`src/rtl/lsu_pkg.sv`:
```
// lsu_pkg: shared definitions for the load/store unit.
//   - access size encodings (2'b11 is illegal and behaves as a word)
//   - FSM state type
//   - default bus timeout
//   - lsu_crosses(): does an access of a given size/offset spill into the next word
package lsu_pkg;

  localparam logic [1:0] SizeByte = 2'b00;
  localparam logic [1:0] SizeHalf = 2'b01;
  localparam logic [1:0] SizeWord = 2'b10;

  localparam int unsigned DefaultBusTimeout = 255;

  typedef enum logic [1:0] {
    StIdle,
    StBeat0,
    StBeat1,
    StFin
  } lsu_state_e;

  function automatic logic lsu_crosses(input logic [1:0] size, input logic [1:0] off);
    logic c;
    case (size)
      SizeByte: c = 1'b0;
      SizeHalf: c = (off == 2'd3);
      default:  c = (off != 2'd0);
    endcase
    return c;
  endfunction

endpackage

```
`src/rtl/lsu_align.sv`:
```
// lsu_align: combinational lane logic for the load/store unit.
//   size_i, offset_i   access size and byte offset within the word
//   wdata_i            store data (unshifted)
//   is_unsigned_i      zero-extend load result
//   rdata_lo_i/hi_i    read data of first/second word (hi only matters when crossing)
//   be0_o/be1_o        byte enables for the first/second beat
//   wdata0_o/wdata1_o  shifted store data for the first/second beat
//   crosses_o          access spills past lane 3
//   load_data_o        extracted and extended load result
module lsu_align
  import lsu_pkg::*;
(
  input  logic [1:0]  size_i,
  input  logic [1:0]  offset_i,
  input  logic [31:0] wdata_i,
  input  logic        is_unsigned_i,
  input  logic [31:0] rdata_lo_i,
  input  logic [31:0] rdata_hi_i,
  output logic [3:0]  be0_o,
  output logic [3:0]  be1_o,
  output logic [31:0] wdata0_o,
  output logic [31:0] wdata1_o,
  output logic        crosses_o,
  output logic [31:0] load_data_o
);

  logic [3:0]  mask;
  logic [4:0]  shamt;
  logic [7:0]  be_wide;
  logic [63:0] wdata_wide;
  logic [31:0] rdata_sh;

  assign shamt = {offset_i, 3'b000};

  always_comb begin
    mask = 4'b1111;
    unique case (size_i)
      SizeByte:        mask = 4'b0001;
      SizeHalf:        mask = 4'b0011;
      SizeWord, 2'b11: mask = 4'b1111;
    endcase
  end

  // Treat the two beats as one 64-bit window; the upper half is what spills into beat 1.
  assign be_wide    = {4'b0000, mask} << offset_i;
  assign wdata_wide = {32'h0, wdata_i} << shamt;
  assign be0_o      = be_wide[3:0];
  assign be1_o      = be_wide[7:4];
  assign wdata0_o   = wdata_wide[31:0];
  assign wdata1_o   = wdata_wide[63:32];
  assign crosses_o  = lsu_crosses(size_i, offset_i);

  assign rdata_sh = 32'({rdata_hi_i, rdata_lo_i} >> shamt);

  always_comb begin
    load_data_o = rdata_sh;
    unique case (size_i)
      SizeByte: load_data_o = is_unsigned_i ? {24'h0, rdata_sh[7:0]}
                                            : {{24{rdata_sh[7]}}, rdata_sh[7:0]};
      SizeHalf: load_data_o = is_unsigned_i ? {16'h0, rdata_sh[15:0]}
                                            : {{16{rdata_sh[15]}}, rdata_sh[15:0]};
      SizeWord, 2'b11: load_data_o = rdata_sh;
    endcase
  end

endmodule

```
`src/rtl/load_store_unit.sv`:
```
// load_store_unit: turns one load/store instruction into one or two word-aligned bus beats.
//   clk, rst (async, active-high)
//   req_*      instruction request, held until done
//   stall      hold PC / register-file write while the access is in flight
//   done, err, load_data   one-cycle completion pulse, error pulse, extended load result
//   bus_*      simple valid/ready word bus with byte enables
// Build option: LSU_MISALIGNED_EN -- when defined, word-crossing accesses are split into two
// beats; otherwise they are refused with err and no bus traffic.
module load_store_unit
  import lsu_pkg::*;
#(
  parameter int unsigned BUS_TIMEOUT = DefaultBusTimeout
) (
  input  logic        clk,
  input  logic        rst,
  input  logic        req_valid,
  input  logic        req_store,
  input  logic [1:0]  req_size,
  input  logic        req_unsigned,
  input  logic [31:0] req_addr,
  input  logic [31:0] req_wdata,
  output logic        stall,
  output logic        done,
  output logic [31:0] load_data,
  output logic        err,
  output logic        bus_valid,
  output logic        bus_we,
  output logic [31:0] bus_addr,
  output logic [3:0]  bus_be,
  output logic [31:0] bus_wdata,
  input  logic        bus_ready,
  input  logic [31:0] bus_rdata
);

  localparam int unsigned CntW = $clog2(BUS_TIMEOUT + 1);

  lsu_state_e      state_q, state_d;
  logic            store_q, store_d;
  logic [1:0]      size_q, size_d;
  logic            uns_q, uns_d;
  logic [31:0]     addr_q, addr_d;
  logic [31:0]     wdata_q, wdata_d;
  logic [31:0]     rdata0_q, rdata0_d;
  logic            abort_q, abort_d;
  logic [CntW-1:0] cnt_q, cnt_d;
  logic            done_q, done_d;
  logic            err_q, err_d;
  logic [31:0]     load_data_q, load_data_d;

  logic [3:0]  be0, be1;
  logic [31:0] wdata0, wdata1, ld_ext, rdata_lo, word_addr;
  logic        crosses, in_beat, abort_now;

  // In beat 1 the low word was captured at the end of beat 0.
  assign rdata_lo = (state_q == StBeat1) ? rdata0_q : bus_rdata;

  lsu_align u_align (
    .size_i        (size_q),
    .offset_i      (addr_q[1:0]),
    .wdata_i       (wdata_q),
    .is_unsigned_i (uns_q),
    .rdata_lo_i    (rdata_lo),
    .rdata_hi_i    (bus_rdata),
    .be0_o         (be0),
    .be1_o         (be1),
    .wdata0_o      (wdata0),
    .wdata1_o      (wdata1),
    .crosses_o     (crosses),
    .load_data_o   (ld_ext)
  );

  assign in_beat   = (state_q == StBeat0) || (state_q == StBeat1);
  assign word_addr = {addr_q[31:2], 2'b00};
  assign abort_now = abort_q | ~req_valid;

  // Bus outputs depend only on flops, so they hold steady through wait states.
  always_comb begin
    bus_valid = in_beat;
    bus_we    = in_beat & store_q;
    bus_addr  = 32'h0;
    bus_be    = 4'h0;
    bus_wdata = 32'h0;
    if (state_q == StBeat0) begin
      bus_addr  = word_addr;
      bus_be    = be0;
      bus_wdata = wdata0;
    end else if (state_q == StBeat1) begin
      bus_addr  = word_addr + 32'd4;  // wraps at the top of the address space
      bus_be    = be1;
      bus_wdata = wdata1;
    end
  end

  assign stall     = req_valid & (state_q != StFin) & ~rst;
  assign done      = done_q;
  assign err       = err_q;
  assign load_data = load_data_q;

  always_comb begin
    state_d     = state_q;
    store_d     = store_q;
    size_d      = size_q;
    uns_d       = uns_q;
    addr_d      = addr_q;
    wdata_d     = wdata_q;
    rdata0_d    = rdata0_q;
    abort_d     = abort_q;
    cnt_d       = cnt_q;
    done_d      = 1'b0;
    err_d       = 1'b0;
    load_data_d = 32'h0;
    unique case (state_q)
      StIdle: begin
        if (req_valid) begin
          store_d = req_store;
          size_d  = req_size;
          uns_d   = req_unsigned;
          addr_d  = req_addr;
          wdata_d = req_wdata;
          abort_d = 1'b0;
          cnt_d   = '0;
`ifdef LSU_MISALIGNED_EN
          state_d = StBeat0;
`else
          // Crossing access is refused without touching the bus.
          if (lsu_crosses(req_size, req_addr[1:0])) begin
            state_d = StFin;
            done_d  = 1'b1;
            err_d   = 1'b1;
          end else begin
            state_d = StBeat0;
          end
`endif
        end
      end
      StBeat0, StBeat1: begin
        // A dropped request still finishes its bus traffic, only done is withheld.
        if (!req_valid) abort_d = 1'b1;
        if (bus_ready) begin
          cnt_d = '0;
          if (state_q == StBeat0 && crosses) begin
            state_d  = StBeat1;
            rdata0_d = bus_rdata;
          end else begin
            state_d     = StFin;
            done_d      = ~abort_now;
            load_data_d = store_q ? 32'h0 : ld_ext;
          end
        end else if (cnt_q == CntW'(BUS_TIMEOUT - 1)) begin
          state_d = StFin;
          done_d  = ~abort_now;
          err_d   = 1'b1;
        end else begin
          cnt_d = cnt_q + CntW'(1);
        end
      end
      StFin:   state_d = StIdle;
      default: state_d = StIdle;
    endcase
  end

  always_ff @(posedge clk or posedge rst) begin
    if (rst) begin
      state_q     <= StIdle;
      store_q     <= 1'b0;
      size_q      <= 2'b00;
      uns_q       <= 1'b0;
      addr_q      <= 32'h0;
      wdata_q     <= 32'h0;
      rdata0_q    <= 32'h0;
      abort_q     <= 1'b0;
      cnt_q       <= '0;
      done_q      <= 1'b0;
      err_q       <= 1'b0;
      load_data_q <= 32'h0;
    end else begin
      state_q     <= state_d;
      store_q     <= store_d;
      size_q      <= size_d;
      uns_q       <= uns_d;
      addr_q      <= addr_d;
      wdata_q     <= wdata_d;
      rdata0_q    <= rdata0_d;
      abort_q     <= abort_d;
      cnt_q       <= cnt_d;
      done_q      <= done_d;
      err_q       <= err_d;
      load_data_q <= load_data_d;
    end
  end

endmodule
```
`config.mk`:
```
export PLATFORM = sky130hd
export DESIGN_NAME = load_store_unit
export DESIGN_NICKNAME = d
export VERILOG_FILES = /design/src/rtl/lsu_pkg.sv /design/src/rtl/lsu_align.sv /design/src/rtl/load_store_unit.sv
export SDC_FILE = /design/constraint.sdc
export NUM_CORES = 1
export LEC_CHECK = 0
export BUFFER_PORTS_ARGS = -buffer_cell sky130_fd_sc_hd__buf_2
export CAP_MARGIN = 25
export CORE_MARGIN = 3
export CORE_UTILIZATION = 24
export CTS_BUF_LIST = sky130_fd_sc_hd__clkbuf_8
export DETAILED_ROUTE_END_ITERATION = 6
export HOLD_SLACK_MARGIN = 0.03
export PLACE_DENSITY = 0.48
export SYNTH_ARGS = -nofsm -noshare
export SYNTH_HDL_FRONTEND = slang
export SYNTH_SLANG_ARGS = --single-unit
export TNS_END_PERCENT = 1
```
`constraint.sdc`:
```
create_clock -name clk -period 11.8 [get_ports clk]
set_input_delay 0 -clock clk [delete_from_list [all_inputs] [get_ports clk]]
set_output_delay 0 -clock clk [all_outputs]
set_load 0.01 [all_outputs]
```
### Word level (Yosys, flattened, before mapping)

Index checks and enable logic that the tools add are counted.

* add/subtract/negate cells: 2
* multiplexer cells: 41
* $lt $le $gt $ge: 0
* divide/modulo/power cells: 0
* bitwise gates (word level): 7
* shift-type cells: 3
* multipliers: 0
* reductions and logical operators: 15
* equality and inequality tests: 15

Operators by type and width (count)
* $mux 32: 11
* $pmux 32 s3: 1
* $shl 32x5->64: 1
* $shr 64x5->32: 1
* $add 32x3->32 const B: 1
* $mux 8: 3
* $pmux 8 s2: 1
* $eq 2x2->1 const B: 6
* $mux 1: 12
* $pmux 4 s3: 1
* $pmux 1 s2: 5
* $reduce_and 3->1: 3
* $add 8x1->8 const B: 1
* $eq 8x8->1 const B: 1
* $mux 2: 4
* $mux 4: 2
* $shl 4x2->8: 1
* $eq 2x1->1 const B: 3
* $logic_not 2->1: 3
* $ne 2x2->1 const B: 3
* $ne 3x3->1 const B: 2
* $pmux 2 s3: 1
* $reduce_bool 2->1: 3
* $reduce_and 2->1: 2
* 6 further kinds: 11

* memories kept: 0
* input bits: 104
* bits in latches: 0
* logic and storage cells: 95
* RAM bits: 0
* bits in registers: 145
* output and inout port bits: 105
* bits in read-only memories: 0

### Longest topological paths before layout

Gate-level depths: netlist of run 1.

* word-level depth: 9
* depth in mapped cells: 8
* depth with buffers taken out: 6

### By module

From an unflattened synthesis of run 1, not the netlist that was laid out.

* cell total of the unflattened synthesis: 844
* area total of the unflattened synthesis: 9018.6 µm²

By module, submodules not included
* load_store_unit: area each 7080.5 µm², seq. area each 3628.5 µm², times used 1, cells an instance 591
* lsu_align: area each 1938.1 µm², seq. area each 0.0 µm², times used 1, cells an instance 253

### Worst setup path after synthesis of run 1

No wires, ideal clock.

* path kind: input-to-output
* from: input rst
* to: output stall
* stages: 2
* setup slack: 8306 ps
* data required time: 11800 ps
* data arrival time: 3494 ps
* buffers on the path: 0
* path through: inv_1 and3_1

* longest elaborated chain between the ends: 2

RTL lines
* start, declared: line load_store_unit.sv:15 `input logic rst,`
* $not 1->1: line load_store_unit.sv:94 `assign stall = req_valid & (state_q != StFin) & ~rst;`
* $and 1x1->1: line load_store_unit.sv:94
* end, declared: line load_store_unit.sv:22 `output logic stall,`

Every way passes these cells.

### Worst setup path after layout of run 1

* from: register state_q[0]
* to: output bus_wdata[23]

* longest elaborated chain between the ends: 3
* elaborated cells on any way between the ends: 4
* classes of those cells: eq/ne: 2; mux: 2

RTL lines
* start, declared: line load_store_unit.sv:37 `lsu_state_e state_q, state_d;`
* start signal, assigned: line load_store_unit.sv:164 `state_q <= StIdle;`
* start signal, assigned: line load_store_unit.sv:177 `state_q <= state_d;`
* $eq 2x2->1: line load_store_unit.sv:87 `end else if (state_q == StBeat1) begin`
* $mux 32: line load_store_unit.sv:87
* $mux 32 (*): line load_store_unit.sv:83 `if (state_q == StBeat0) begin`
* end, declared: line load_store_unit.sv:30 `output logic [31:0] bus_wdata,`

Mark *: on every way between the ends. The rest lies on a longest branch, timed or not.

==> impl_metrics.py, run 1 <==
metrics = {
    "status": {
        "status": "finished clean",
    },
    "synth": {
        "synthCells": 769,
        "avgSynthCellArea_sq_um": 11.20,
        "synth-edff-count": 0,
        "yosysTopAreaCellShare_pct": 42.12,
        "synth_top_area_cell": "dfrtp_1",
        "synth_area_sq_um": 8615,
        "synth_seq_area_share_pct": 42.12,
        "synth_area_leaders": "dfrtp_1 (42%), mux2_2 (17%), mux4_2 (8.4%)",
        "yosysUniqueCellTypes": 55,
        "yosys_register_bits": 145,
        "ys_warn_count": 0,
        "ys.flop_type": "dfrtp_1",
        "synthArstFlopShare_pct": 100.0,
    },
    "timing": {
        "rsz0062_at_grt": "false",
        "setup_violations": 0,
        "fmaxAchievable_ghz": 0.2984,
        "whs_ns": 0.2197,
        "worst_slew_pin_slew_ns": 0.9390,
        "post-route-period-util_pct": 28.40,
        "fin_crit_ns": 3.352,
        "setup_tns_ns": 0,
        "hold_viol": 0,
        "maxSlewHeadroom_pct": 37.40,
        "drv_slew": 0,
        "worst_slack_ns": 8.448,
        "skew_ns": 0.02024,
    },
    "die": {
        "initial_core_util_pct": 24.64,
        "io_pins": 209,
        "core_region_area_sq_um": 34970,
        "num_rows": 68,
        "die_h_um": 195.5,
        "die_x_um": 195.5,
        "die_area_sq_um": 38200,
    },
    "clock_tree": {
        "insertion_delay_ns": 0.48,
        "clockBufferDepth": 2,
        "cts_root_buffer": "clkbuf_8",
        "clkSinkCount": 145,
        "cts_tree": "done",
        "htreeDepth": 4,
        "cts_buffers": 17,
        "clkTransAtPathRegs_ns": 0.10,
        "cts.repair.resized": 0,
        "postCtsSetupBuffers": 0,
    },
    "power_and_ir_drop": {
        "ir_drop_mv": 0.09587,
        "p_total_mw": 2.738,
        "power_density_nw_per_um2": 238.2,
        "p_leak_nw": 5.118,
    },
    "critical_path": {
        "r2r_slack_ns": 8.99,
        "critPathArrivalTime_ns": 3.35,
        "r2r-end": "load_data[26]$_DFF_PP0_",
        "critPathKind": "reg2out",
        "end_kind": "output pin",
        "r2r-start": "state_q[0]$_DFFE_PP0P_",
        "cp_max_fo": 12,
        "worstPathRequired_ns": 11.80,
        "reg2reg_depth": 6,
        "cp-start-kind": "register",
    },
    "detailed_routing": {
        "drc": 0,
        "ant_nets": 0,
        "drt_iter0_markers": 300,
        "wl_um": 27650,
        "wl_met1_um": 12460,
        "routed_via_density": 4.799,
        "top_layer": "met4",
        "first_pass_iters": 4,
        "wl_per_cell_um": 18.15,
        "vias": 7313,
        "wl_met3_um": 1963,
        "wl_met2_um": 12770,
    },
    "min_path": {
        "hp-class": "in2async",
    },
    "global_routing": {
        "overflow": 0,
        "grtUsageTotal_pct": 14.50,
        "grt_max_degree": 82,
        "antenna_found_initial": 0,
        "grt_pass1_wl_um": 43610,
        "grt_pass1_vias": 7496,
    },
    "placement": {
        "hpwl_um": 19180,
        "pre_cts_slack_ns": 8.912,
        "place_congestion": 0.8030,
        "port_buffers": 206,
    },
    "layout": {
        "diodes": 0,
        "drive_gt1_share_pct": 40.04,
        "nets": 1168,
        "final_core_util_pct": 32.87,
        "synthToLayoutAreaGrowth_pct": 33.44,
    },
    "flow_run": {
        "maxCapViolCount": 0,
    },
}
area by class of cell:
cell class | count | area [sq um]
tap | 455 | 569.3
sequential | 145 | 3631
multi-input combinational | 553 | 4666
timing repair buffer | 322 | 2200
clock buffer | 17 | 234.0
inverter | 17 | 68.82
clock inverter | 15 | 126.4
fill | 3637 | 23470
worst max path at each step:
stage / from / end / slack [ns] / cells after the start
global placement: state_q[0]$_DFFE_PP0P_ / load_data[15]$_DFF_PP0_ / 8.91 / 6
detailed placement: state_q[0]$_DFFE_PP0P_ / bus_wdata[23] / 8.91 / 7
finish: state_q[0]$_DFFE_PP0P_ / bus_wdata[23] / 8.45 / 7
global route: state_q[0]$_DFFE_PP0P_ / bus_wdata[23] / 8.13 / 7
floorplan: rst / abort_q$_DFFE_PP0P_ / 7.89 / 1
CTS: state_q[0]$_DFFE_PP0P_ / bus_wdata[23] / 8.33 / 7
worst max-delay path, stage by stage, from the launching register on:
cell     delay, ns
dfrtp_1       0.41
inv_1         0.14
ha_1          0.59
nor2b_1       0.38
nand2_1       0.37
nor2_1        0.60
a22o_1        0.25
buf_2         0.14
what timing repair did:
action                                  in CTS  in global routing
endpoints found under the setup margin       0                  0
hold endpoints to repair                   188                  0
hold buffers                               103                  0
sequential cells by signal, indices dropped and copies added (netlist names):
signal / count
addr_q: 32
store_q: 1
cnt_q: 8
state_q: 2
err: 1
abort_q: 1
uns_q: 1
load_data: 32
wdata_q: 32
size_q: 2
rdata0_q: 32
done: 1
cells in the final DEF, fill, tap and decap left out, types with 17 or more instances in the layout:
cell type      Yosys  layout
buf_2             17     206
dfrtp_1          145     143
mux2_2           133     133
dlygate4sd3_1      0     103
nand2_1           64      63
nor2_1            41      39
mux2i_1           35      35
mux4_2            32      32
a21oi_1           31      31
o21ai_0           22      22
clkbuf_8           0      17
cells in the mapped netlist (2+ instances only):
cell type	count
dfrtp_1	145
mux2_2	133
nand2_1	64
nor2_1	41
mux2i_1	35
mux4_2	32
a21oi_1	31
o21ai_0	22
buf_2	17
a211oi_1	16
clkbuf_1	16
nand3_1	16
inv_1	15
nor3_1	14
o22ai_1	14
a22o_1	12
and3_1	11
buf_1	11
nor2b_1	10
or4_1	10
o31ai_1	9
xnor2_1	9
ha_1	8
nand4_1	8
o2bb2ai_1	8
or3_1	8
buf_4	6
nand2b_1	5
and4_1	4
buf_6	4
nor4_1	3
o311ai_0	3
a21o_1	2
clkinv_1	2
nand3b_1	2
o211ai_1	2
or2_2	2
or3_4	2
per-layer routing:
layer | GRT usage, % | up-vias
li1 | - | 3444
met1 | 18.98 | 3638
met2 | 23.29 | 211
met3 | 4.520 | 20
met4 | 3.829 | 0
met5 | 0 | -
per-stage QoR:
step	cell area [sq um]	cells
finish	11490	1524
global route	11490	1524
CTS	11450	1522
detailed placement	10060	1387
global placement	10030	1385
floorplan	8618	770
where the power goes:
| part | switching, mW | total (mW) | internal (mW) |
|---|---|---|---|
| clock | 0.226 | 0.377 | 0.151 |
| sequential | 0.207 | 0.912 | 0.706 |
| combinational | 0.765 | 1.45 | 0.684 |
| total | 1.20 | 2.74 | 1.54 |
kinds of logic after synthesis:
group / count (synthesis) / share of synthesized area, %
flip-flops: 145 / 42.12
XOR/XNOR: 10 / 1.017
other: 1 / 0.04353
adder cells (fa/ha/maj): 8 / 1.162
buffers and inverters: 72 / 4.009
multiplexers: 200 / 29.82
AND/OR/NAND/NOR: 205 / 11.95
AO/OA/AOI/OAI: 128 / 9.877
Note: power is estimated with default switching activity, not from simulation.
==> run 2, diff against run 1 <==
Settings changed: ABC_AREA set to 1, PLACE_DENSITY 0.48 to 0.5.
Clock period 11.8 ns to 3.06 ns, I/O delays scaled along.
==> run 2 against run 1 <==
Cell area is 2.5% higher; count of clock-buffer cells in the layout is the same; critical path depth increased by 1; final cell count is 35% higher; worst setup slack worse by 8.1 ns; die area up 1.7%; first-iteration DRC count grew 130%; register-to-register slack worse by 8.5 ns; critical path type unchanged.
==> impl_metrics.py, run 2 <==
metrics = {
    "critical_path": {
        "slowest_stage": "inv_1",
        "cp_max_fo": 21,
        "cp-start-kind": "register",
        "end_kind": "output pin",
        "worstPathCellList": "inv_1, ha_1, buf_4, nor2_1, inv_1, o21ai_0, a22oi_1, buf_2",
        "critPathKind": "reg2out",
        "cp_common_cell": "inv_1",
        "cp_top_family": "buffers and inverters",
        "critPathArrivalTime_ns": 2.74,
        "r2r_slack_ns": 0.49,
        "worstPathRequired_ns": 3.06,
        "crit_path_max_incr_delay_ns": 0.51,
        "path_buf_inv": 4,
    },
    "layout": {
        "nets": 1701,
        "final_core_util_pct": 32.96,
        "multi_input_area_sq_um": 4492,
        "fillCellCount": 3974,
        "final_common_cell": "nand2_1",
        "synthToLayoutAreaGrowth_pct": 34.41,
        "drive_gt1_share_pct": 18.29,
        "regArea_sq_um": 3630,
        "diodes": 0,
        "fin_cells": 2063,
        "final_cell_mix": "nand2_1 (507), buf_2 (206), dfrtp_1 (144)",
    },
    "timing": {
        "post-route-period-util_pct": 89.65,
        "fin_crit_ns": 2.743,
        "rsz0062_at_grt": "false",
        "worst_slew_pin_slew_ns": 0.7331,
        "maxSlewHeadroom_pct": 51.02,
        "drv_slew": 0,
        "setup_tns_ns": 0,
        "setup_violations": 0,
        "fmaxAchievable_ghz": 0.3645,
        "hold_viol": 0,
        "skew_ns": 0.01800,
    },
    "detailed_routing": {
        "ant_nets": 0,
        "wl_per_cell_um": 16.03,
        "wl_met3_um": 2219,
        "drc": 0,
        "routed_via_density": 4.687,
        "drt_iter0_markers": 689,
        "wl_met1_um": 14710,
        "wl_um": 33070,
        "wl_met2_um": 15400,
        "vias": 9670,
        "top_layer": "met4",
        "first_pass_iters": 5,
    },
    "synth": {
        "synth_area_sq_um": 8763,
        "ys_warn_count": 0,
        "yosysTopAreaCellShare_pct": 41.40,
        "synth.most_common_cell": "nand2_1",
        "synth_seq_area_share_pct": 41.40,
        "synth_top_area_cell": "dfrtp_1",
        "synth_commonest_cells": "nand2_1 (507), dfrtp_1 (145), nand3_1 (116), nor2_1 (107), o21ai_0 (98)",
        "avgSynthCellArea_sq_um": 6.731,
        "synthArstFlopShare_pct": 100.0,
        "synth-edff-count": 0,
        "synthCells": 1302,
        "synth_area_leaders": "dfrtp_1 (41%), nand2_1 (22%), nand3_1 (6.6%)",
        "yosysUniqueCellTypes": 37,
        "yosys_register_bits": 145,
        "ys.flop_type": "dfrtp_1",
    },
    "clock_tree": {
        "cts.repair.resized": 0,
        "clkSinkCount": 145,
        "clkTransAtPathRegs_ns": 0.09,
        "cts_root_buffer": "clkbuf_8",
        "clockBufferDepth": 2,
        "ctsHoldBuffers": 109,
        "cts_tree": "done",
        "insertion_delay_ns": 0.46,
        "cts_buffers": 17,
        "htreeDepth": 4,
        "postCtsSetupBuffers": 0,
    },
    "power_and_ir_drop": {
        "p_total_mw": 11.22,
        "p_leak_nw": 5.961,
        "power_density_nw_per_um2": 952.7,
        "ir_drop_mv": 0.4607,
    },
    "global_routing": {
        "grt_max_degree": 93,
        "grt_pass1_vias": 9756,
        "overflow": 0,
        "grtUsageTotal_pct": 17.13,
        "antenna_found_initial": 0,
        "grt_pass1_wl_um": 52850,
    },
    "placement": {
        "place_congestion": 0.8489,
        "hpwl_um": 23700,
        "port_buffers": 206,
        "dp_cells": 1922,
    },
    "min_path": {
        "hp-class": "in2async",
    },
    "flow_run": {
        "maxCapViolCount": 0,
    },
    "die": {
        "io_pins": 209,
        "die_x_um": 197.1,
        "core_region_area_sq_um": 35740,
        "num_rows": 69,
        "die_area_sq_um": 38840,
        "initial_core_util_pct": 24.52,
        "die_h_um": 197.1,
    },
    "status": {
        "status": "finished clean",
    },
}
[run 2: cell types whose count changed after synthesis, moves of 33 or more]
cell     change
inv_1       +60
nand3_1    +100
mux2i_1     -34
mux2_2     -133
a21oi_1     +33
o21ai_0     +76
nor2_1      +66
nand2_1    +443
[run 2: layer usage]
| layer | vias up | GRT usage, % |
|---|---|---|
| li1 | 4775 | - |
| met1 | 4509 | 22.35 |
| met2 | 347 | 28.51 |
| met3 | 39 | 3.752 |
| met4 | 0 | 5.280 |
| met5 | - | 0 |
[run 2: final cells by class]
cell class              count  share of cell area [%]
clock inverters            15                   1.848
inverters                  88                   2.836
multi-input cells        1004                   38.13
clock buffers              17                   1.986
flip-flops and latches    145                   30.82
well taps                 461                   4.897
repair buffers            333                   19.48
[run 2: power by group]
part	switching [mW]	internal [mW]	leakage, nW	total [mW]
Combinational	4.11	2.01	3.87	6.11
Clock	0.823	0.968	0.229	1.79
Sequential	0.564	2.76	1.87	3.32
[run 2: final timing paths]
kind	from	to	cells after the start
min	rst	load_data[7]$_DFF_PP0_	3
min in group clk	req_addr[18]	addr_q[18]$_DFFE_PP0P_	4
max reg2reg	addr_q[0]$_DFFE_PP0P_	rdata0_q[18]$_DFFE_PP0P_	8
max	state_q[1]$_DFFE_PP0P_	bus_addr[10]	8
min reg2reg	rdata0_q[31]$_DFFE_PP0P_	rdata0_q[31]$_DFFE_PP0P_	2
max in group asynchronous	rst	wdata_q[10]$_DFFE_PP0P_	4
[run 2: worst register-to-register path: cells and delay by family (launching register included)]
family        cells  cell delay [ns]
buf+inv           2             0.86
flops             1             0.41
simple gates      6             1.20
[run 2: per-stage QoR]
step | hold slack [ns] | cell area, sq um | setup WS [ns]
final | 0.2055 | 11780 | 0.3168
after global routing | 0.2442 | 11780 | 0.01449
after CTS | 0.1878 | 11780 | 0.2391
after detailed placement | 0.1733 | 10240 | 0.5147
after global placement | 0.1704 | 10240 | 0.5849
after floorplan | 0.05069 | 8771 | 1.241
[run 2: cells by family after synthesis]
group | synth area share (%)
buffers and inverters | 7.381
DFF | 41.40
AOI/OAI and AO/OA | 12.68
and+or+nand+nor | 36.94
xor gates and xnor gates | 0.2999
other | 0.04279
muxes | 0.1142
adders and majority gates | 1.142
